--- config.mk ---
export PLATFORM = sky130hd
export DESIGN_NAME = iterative_divider
export DESIGN_NICKNAME = d
export VERILOG_FILES = /design/src/rtl/iterative_divider.sv
export SDC_FILE = /design/constraint.sdc
export NUM_CORES = 1
export LEC_CHECK = 0
export ABC_AREA = 1
export CAP_MARGIN = 30
export CORE_ASPECT_RATIO = 1.75
export CORE_MARGIN = 1
export CORE_UTILIZATION = 55
export DETAILED_ROUTE_END_ITERATION = 10
export HOLD_SLACK_MARGIN = 0.05
export PLACE_DENSITY = 0.83
export REMOVE_ABC_BUFFERS = 1
export SLEW_MARGIN = 40
export SYNTH_ARGS = -nofsm -noshare
export SYNTH_HDL_FRONTEND = slang
export SYNTH_SLANG_ARGS = --single-unit
--- constraint.sdc ---
create_clock -name clk -period 7.07 [get_ports clk]
set_input_delay 0.707 -clock clk [delete_from_list [all_inputs] [get_ports clk]]
set_output_delay 0.707 -clock clk [all_outputs]
set_load 0.02 [all_outputs]
--- src/rtl/iterative_divider.sv ---
`default_nettype none
// ============================================================================
// Module   : iterative_divider
// Brief    : Multi-cycle RV32M DIV/DIVU/REM/REMU unit, radix-2 restoring
//            division over magnitudes with a final sign fix-up.
// Revision : 1.0 - initial release
// ============================================================================
module iterative_divider #(
    parameter int DATA_WIDTH = 32,
    parameter int REG_ADDR_W = 5
) (
    input  logic                  clk,
    input  logic                  rstN,
    input  logic                  start,
    input  logic [1:0]            op,
    input  logic [DATA_WIDTH-1:0] operand1,
    input  logic [DATA_WIDTH-1:0] operand2,
    input  logic [REG_ADDR_W-1:0] desIn,
    output logic                  busy,
    output logic                  done,
    output logic [DATA_WIDTH-1:0] result,
    output logic [REG_ADDR_W-1:0] desRegister,
    output logic                  writeEnable
);

    localparam int CNT_W = $clog2(DATA_WIDTH);
    localparam logic [DATA_WIDTH-1:0] c_minNeg  = {1'b1, {(DATA_WIDTH-1){1'b0}}};
    localparam logic [DATA_WIDTH-1:0] c_allOnes = {DATA_WIDTH{1'b1}};

    typedef enum logic [1:0] {
        IDLE = 2'd0,
        CALC = 2'd1,
        DONE = 2'd2
    } state_t;

    state_t                r_state;
    state_t                w_nextState;
    logic [DATA_WIDTH-1:0] r_quo;
    logic [DATA_WIDTH-1:0] r_rem;
    logic [DATA_WIDTH-1:0] r_divisor;
    logic [CNT_W-1:0]      r_count;
    logic                  r_isRem;
    logic                  r_negQ;
    logic                  r_negR;
    logic [REG_ADDR_W-1:0] r_desLatch;
    logic [DATA_WIDTH-1:0] r_result;
    logic [REG_ADDR_W-1:0] r_desOut;

    // Acceptance-time decode
    logic                  w_accept;
    logic                  w_signed;
    logic                  w_divZero;
    logic                  w_overflow;
    logic                  w_special;
    logic [DATA_WIDTH-1:0] w_absA;
    logic [DATA_WIDTH-1:0] w_absB;
    logic [DATA_WIDTH-1:0] w_specialResult;

    assign w_accept   = (r_state == IDLE) && start;
    assign w_signed   = ~op[0];
    assign w_divZero  = (operand2 == '0);
    assign w_overflow = w_signed && (operand1 == c_minNeg) && (operand2 == c_allOnes);
    assign w_special  = w_divZero || w_overflow;
    assign w_absA     = (w_signed && operand1[DATA_WIDTH-1]) ? ('0 - operand1) : operand1;
    assign w_absB     = (w_signed && operand2[DATA_WIDTH-1]) ? ('0 - operand2) : operand2;
    assign w_specialResult = op[1] ? (w_divZero ? operand1  : '0)
                                   : (w_divZero ? c_allOnes : c_minNeg);

    // One restoring step: shift in the next dividend bit and try to subtract
    logic [DATA_WIDTH:0]   w_shifted;
    logic [DATA_WIDTH:0]   w_diff;
    logic                  w_qBit;
    logic [DATA_WIDTH-1:0] w_remNext;
    logic [DATA_WIDTH-1:0] w_quoNext;
    logic                  w_lastIter;
    logic [DATA_WIDTH-1:0] w_finalResult;

    assign w_shifted     = {r_rem, r_quo[DATA_WIDTH-1]};
    assign w_diff        = w_shifted - {1'b0, r_divisor};
    assign w_qBit        = ~w_diff[DATA_WIDTH];
    assign w_remNext     = w_qBit ? w_diff[DATA_WIDTH-1:0] : w_shifted[DATA_WIDTH-1:0];
    assign w_quoNext     = {r_quo[DATA_WIDTH-2:0], w_qBit};
    assign w_lastIter    = (r_count == CNT_W'(DATA_WIDTH-1));
    assign w_finalResult = r_isRem ? (r_negR ? ('0 - w_remNext) : w_remNext)
                                   : (r_negQ ? ('0 - w_quoNext) : w_quoNext);

    always_ff @(posedge clk or negedge rstN) begin
        if (!rstN) begin
            r_state <= IDLE;
        end else begin
            r_state <= w_nextState;
        end
    end

    always_comb begin
        w_nextState = r_state;
        case (r_state)
            IDLE:    if (start) w_nextState = w_special ? DONE : CALC;
            CALC:    if (w_lastIter) w_nextState = DONE;
            DONE:    w_nextState = IDLE;
            default: w_nextState = IDLE;
        endcase
    end

    always_ff @(posedge clk or negedge rstN) begin
        if (!rstN) begin
            r_quo      <= '0;
            r_rem      <= '0;
            r_divisor  <= '0;
            r_count    <= '0;
            r_isRem    <= 1'b0;
            r_negQ     <= 1'b0;
            r_negR     <= 1'b0;
            r_desLatch <= '0;
            r_result   <= '0;
            r_desOut   <= '0;
        end else if (w_accept) begin
            r_quo      <= w_absA;
            r_rem      <= '0;
            r_divisor  <= w_absB;
            r_count    <= '0;
            r_isRem    <= op[1];
            r_negQ     <= w_signed && (operand1[DATA_WIDTH-1] ^ operand2[DATA_WIDTH-1]);
            r_negR     <= w_signed && operand1[DATA_WIDTH-1];
            r_desLatch <= desIn;
            if (w_special) begin
                r_result <= w_specialResult;
                r_desOut <= desIn;
            end
        end else if (r_state == CALC) begin
            r_quo   <= w_quoNext;
            r_rem   <= w_remNext;
            r_count <= r_count + CNT_W'(1);
            // Outputs only change on completion so they hold between operations
            if (w_lastIter) begin
                r_result <= w_finalResult;
                r_desOut <= r_desLatch;
            end
        end
    end

    assign busy        = (r_state != IDLE);
    assign done        = (r_state == DONE);
    assign writeEnable = done;
    assign result      = r_result;
    assign desRegister = r_desOut;

endmodule
`default_nettype wire

Yosys cells after proc, flatten, opt, wreduce, memory -nomap -nowiden
Cells that the tools add are included.

storage, ports and cells
  ROM bits = 0
  bits of input ports = 74
  memories = 0
  bits in latches = 0
  register bits = 148
  output and inout bits = 40
  bits in writable memories = 0

cells by class
  eq/ne operators = 8
  add/subtract/negate cells = 6
  shift-type cells = 0
  bitwise logic cells = 3
  magnitude comparators = 0
  reductions and logical operators = 14
  div/mod/pow operators = 0
  multiplexer cells = 27
  multipliers = 0

operator list
  cell                     count
  $mux W32                 16
  $sub A1 B32 Y32 const A  4
  $eq A32 B32 Y1 const B   2
  $sub A33 B32 Y33         1
  $logic_not A32 Y1        1
  $mux W31                 1
  $mux W5                  6
  $logic_and A1 B1 Y1      6
  $mux W2                  3
  $reduce_bool A2 Y1       3
  $add A5 B1 Y5 const B    1
  $eq A5 B5 Y1 const B     1
  $ne A2 B2 Y1 const B     2
  $pmux W2 S2              1
  $reduce_and A3 Y1        1
  $eq A2 B1 Y1 const B     1
  $eq A2 B2 Y1 const B     1
  $logic_not A2 Y1         1
  $ne A2 B1 Y1 const B     1
  $not A1 Y1               2
  $reduce_and A2 Y1        1
  $logic_or A1 B1 Y1       1
  $xor A1 B1 Y1            1

Longest topological paths before layout
  depth in word-level cells = 8
  mapped depth = 31
  gate-level depth less buffers = 30

Worst setup path after synthesis
OpenSTA, ideal clock, no wires.

  kind = register to register
  start point = reg r_quo[31]
  end point = reg r_result[30], in the netlist result[30]
  arrival = 3606 ps
  data required time = 6953 ps
  buffers on the path = 1
  library setup time = 117 ps
  slack = 3347 ps
  stages on the path, launching flop included = 32
  clock period less this slack = 3723 ps
  path through = dfrtp_1 -> inv_1 -> ha_1 -> fa_1 -> inv_1 -> nand2_1 -> nand2_1 -> nand3_1 -> nand2_2 -> nand2_1 -> nand2_2 -> nand2_4 -> nand2_4 -> nand2_4 -> nand2_4 -> buf_4 -> ha_1 -> inv_1 -> nor3_1 -> nand3_1 -> nor3_1 -> nand4_1 -> nand2_1 -> o21ai_0 -> inv_1 -> o21ai_0 -> a21oi_1 -> o21ai_0 -> nand2_1 -> nand2_1 -> nand2_1 -> nand2_1

on the way
  word-level cells in the longest chain between the ends = 8
  elaborated cells between the ends (all ways) = 11
  those cells by class = add/sub (3); mux (7); bitwise (1)

RTL lines
  what                                       RTL line  text
  start: declaration                         38        logic [DATA_WIDTH-1:0] r_quo;
  start signal: assignment                   118       r_quo <= w_absA;
  start signal: assignment                   131       r_quo <= w_quoNext;
  $sub A33 B32 Y33                           79        assign w_diff = w_shifted - {1'b0, r_divisor};
  $mux W32 or $not A1 Y1 (tied branches)     81, 80
  $sub A1 B32 Y32, on equally long branches  84, 85
  $mux W32, on equally long branches         84, 85
  $mux W32 *                                 84        assign w_finalResult = r_isRem ? (r_negR ? ('0 - w_remNext) : w_remNext)
  $mux W32 *                                 135       if (w_lastIter) begin
  $mux W32 *                                 130       end else if (r_state == CALC) begin
  $mux W32 *                                 117       end else if (w_accept) begin
  end signal: assignment                     127       r_result <= w_specialResult;
  end signal: assignment                     136       r_result <= w_finalResult;
  end: declaration                           46        logic [DATA_WIDTH-1:0] r_result;

Mark *: on every way between the ends. The rest lies on a longest branch, timed or not. The select of a mux whose other input is x is not followed.
A chain may end at the register's enable or synchronous reset.

Worst setup path after layout
  start point = reg r_quo[31]
  end point = reg r_result[26], in the netlist result[26]

The elaborated chain is that of the path after synthesis.

==> results.json <==
{
  "row_count": 72,
  "htree_levels": 4,
  "wirelength_um": 42100,
  "finClkSkew_ns": 0.00613,
  "core_mm2": 0.0222,
  "worst_setup_path_end_kind": "flop",
  "finalCritPeriodShare": 0.653,
  "clk_pin_slew_ns": 0.06,
  "gp_congestion": 0.974,
  "synth_ff_type": "dfrtp_1",
  "dieWidth_um": 116,
  "grt_pass1_vias": 13510,
  "cts_tree": "built",
  "hold_violations": 0,
  "clock-sinks": 148,
  "synthMuxAreaShare": 0,
  "cp-startpoint": "r_quo[31]$_DFFE_PN0P_",
  "synth_top_family_by_area": "simple AND/OR/NAND/NOR gates",
  "async_reset_ff_frac": 1.00,
  "crit_top_cell": "nand2_1",
  "crit_buf_inv": 4,
  "drc": 0,
  "die_h_um": 201,
  "synthTopCellsByArea": "dfrtp_1 30%, nand2_1 18%, inv_1 7.5%",
  "synth_common_cells": "587 x nand2_1, 250 x inv_1, 198 x nor2_1",
  "clock_path_buffers": 2,
  "hold_buffers": 0,
  "syn_area_per_cell_um2": 6.36,
  "cap_viol_max_count": 0,
  "yosysMostFrequentCell": "nand2_1",
  "worstSetupStartpointType": "flop",
  "netlist_instances": 1965,
  "drt_pass1_iterations": 5,
  "io_buffers": 113,
  "max_stage_delay_ns": 0.42,
  "clock.fmax_mhz": 216,
  "fin_crit_ns": 4.62,
  "multi_input_area_mm2": 0.00755,
  "regToRegStartpoint": "r_quo[31]$_DFFE_PN0P_",
  "finalNetCount": 2158,
  "grt_pass1_wl_um": 67800,
  "hold_path_class": "input pin to async pin",
  "slowest_stage": "fa_1",
  "synth_xor_area_frac": 0.0455,
  "root_buffer": "clkbuf_16",
  "yosysWarningCount": 0,
  "setup_viol": 0,
  "vias": 13507,
  "tightest_slew_ns": 0.895,
  "dp_hpwl_um": 31900,
  "rsz0062_at_grt": "false",
  "crit_type": "flop to flop",
  "yosys.area.top_type": "dfrtp_1",
  "worstPathRequired_ns": 7.41,
  "clkLatencyLatePin_ns": 0.45,
  "cp_top_family": "simple AND/OR/NAND/NOR gates",
  "ios": 114,
  "drtAntennaViolNets": 0,
  "die_area_mm2": 0.0234,
  "synth-seq-area-share": 0.296,
  "cts_made_buffers": 17,
  "cts-resized-gates": 0,
  "setup-tns-final_ns": 0,
  "track_usage": 0.382,
  "synthToLayoutAreaGrowth_pct": 15.9,
  "antenna_found_initial": 0,
  "diodes": 0,
  "grt_start_max_net_pins": 86,
  "worst-endpoint-arrival_ns": 4.96,
  "drive_gt1_frac": 0.0584,
  "synth_edf_count": 0,
  "start_util": 0.564,
  "num-fill-cells": 2078,
  "synthSimpleGateAreaFrac": 0.351,
  "drtIter0Drc": 1211,
  "overflow": 0,
  "synth_compound_area_frac": 0.165,
  "seq_area_mm2": 0.00370,
  "syn_area_mm2": 0.0125,
  "ys_types": 50,
  "drv_slew": 0,
  "synthAdderAreaFrac": 0.0406,
  "relSlewSlack": 0.401,
  "postCtsSetupRepairBufs": 0,
  "rrSetupSlack_ns": 2.45,
  "vias_per_cell": 5.74,
  "status": "finished clean",
  "ys_ff_latch": 148,
  "drt-wirelength-per-cell_um": 17.9,
  "synth_top_area_frac": 0.296,
  "crit_fanout": 34,
  "whs_ns": 0.292
}
-- per-layer routing --
| layer | part of all wire | routed length, µm | vias to the layer above | GRT usage |
|---|---|---|---|---|
| li1 | - | - | 6532 | - |
| met1 | 0.36 | 15100 | 6276 | 0.405 |
| met2 | 0.50 | 21100 | 520 | 0.648 |
| met3 | 0.057 | 2420 | 179 | 0.0705 |
| met4 | 0.082 | 3440 | 0 | 0.304 |
| met5 | 0 | 0 | - | 0 |
-- state kept, by name, indices dropped and copies added, names as in the netlist --
signal       flops
r_divisor       32
r_quo           32
r_rem           32
result          32
desRegister      5
r_count          5
r_desLatch       5
r_state          2
r_isRem          1
r_negQ           1
r_negR           1
-- worst paths after layout --
check                                             end  cells after the start
setup / recovery               result[26]$_DFFE_PN0P_                     30
hold / removal             desRegister[0]$_DFFE_PN0P_                      1
setup reg to reg               result[26]$_DFFE_PN0P_                     30
hold reg to reg                 result[6]$_DFFE_PN0P_                      2
max in group asynchronous   r_divisor[25]$_DFFE_PN0P_                      2
min in group clk                result[6]$_DFFE_PN0P_                      2
-- area by class of cell --
cell class	instances	area share
Clock buffer	18	0.0303
Sequential cell	148	0.256
Multi-Input combinational cell	1490	0.521
Tap cell	296	0.0256
Timing Repair Buffer	127	0.0858
Inverter	260	0.0673
Clock inverter	13	0.0143
-- worst register-to-register path: cells and delay by family, from the launching register on --
| family | cells | cell delay [ns] |
|---|---|---|
| adders and majority gates | 3 | 0.90 |
| buffers and inverters | 4 | 0.37 |
| DFF | 1 | 0.33 |
| AOI/OAI and AO/OA | 4 | 0.51 |
| and+or+nand+nor | 19 | 2.40 |
-- cell families after synthesis --
group,Yosys count
flops,148
compound gates,353
buf+inv,327
xor+xnor,65
fa+ha+maj,40
simple gates,1032
-- cell usage in the layout (no fill, tap or decap), types with 10 or more instances in the layout --
master	synthesis	layout
nand2_1	587	586
inv_1	250	249
nor2_1	198	197
dfrtp_1	148	148
o21ai_0	142	142
clkdlybuf4s50_1	0	112
nand3_1	110	110
a21oi_1	79	79
xor2_1	43	43
ha_1	39	39
nor3_1	39	38
o22ai_1	33	33
nand4_1	23	23
nand2_2	23	22
xnor2_1	22	22
a22oi_1	21	21
clkbuf_16	0	17
o221ai_1	16	16
a31oi_1	14	14
buf_4	3	13
nor2_2	12	12
inv_2	9	10
o21ai_1	10	10
nor4_1	10	10
-- stage by stage --
stage | utilization | cell area [µm²] | cells | setup slack (ns)
final | 0.654 | 14500 | 2352 | 2.45
after global routing | 0.654 | 14500 | 2352 | 1.96
after CTS | 0.653 | 14500 | 2352 | 2.46
after detailed placement | 0.624 | 13800 | 2321 | 2.21
after global placement | 0.624 | 13800 | 2321 | 2.22
after floorplan | - | 12200 | 1898 | 1.96
Power is left out: the tool's default activity adds up to more than one toggle a clock period on the data nets, which glitch-free logic cannot reach.
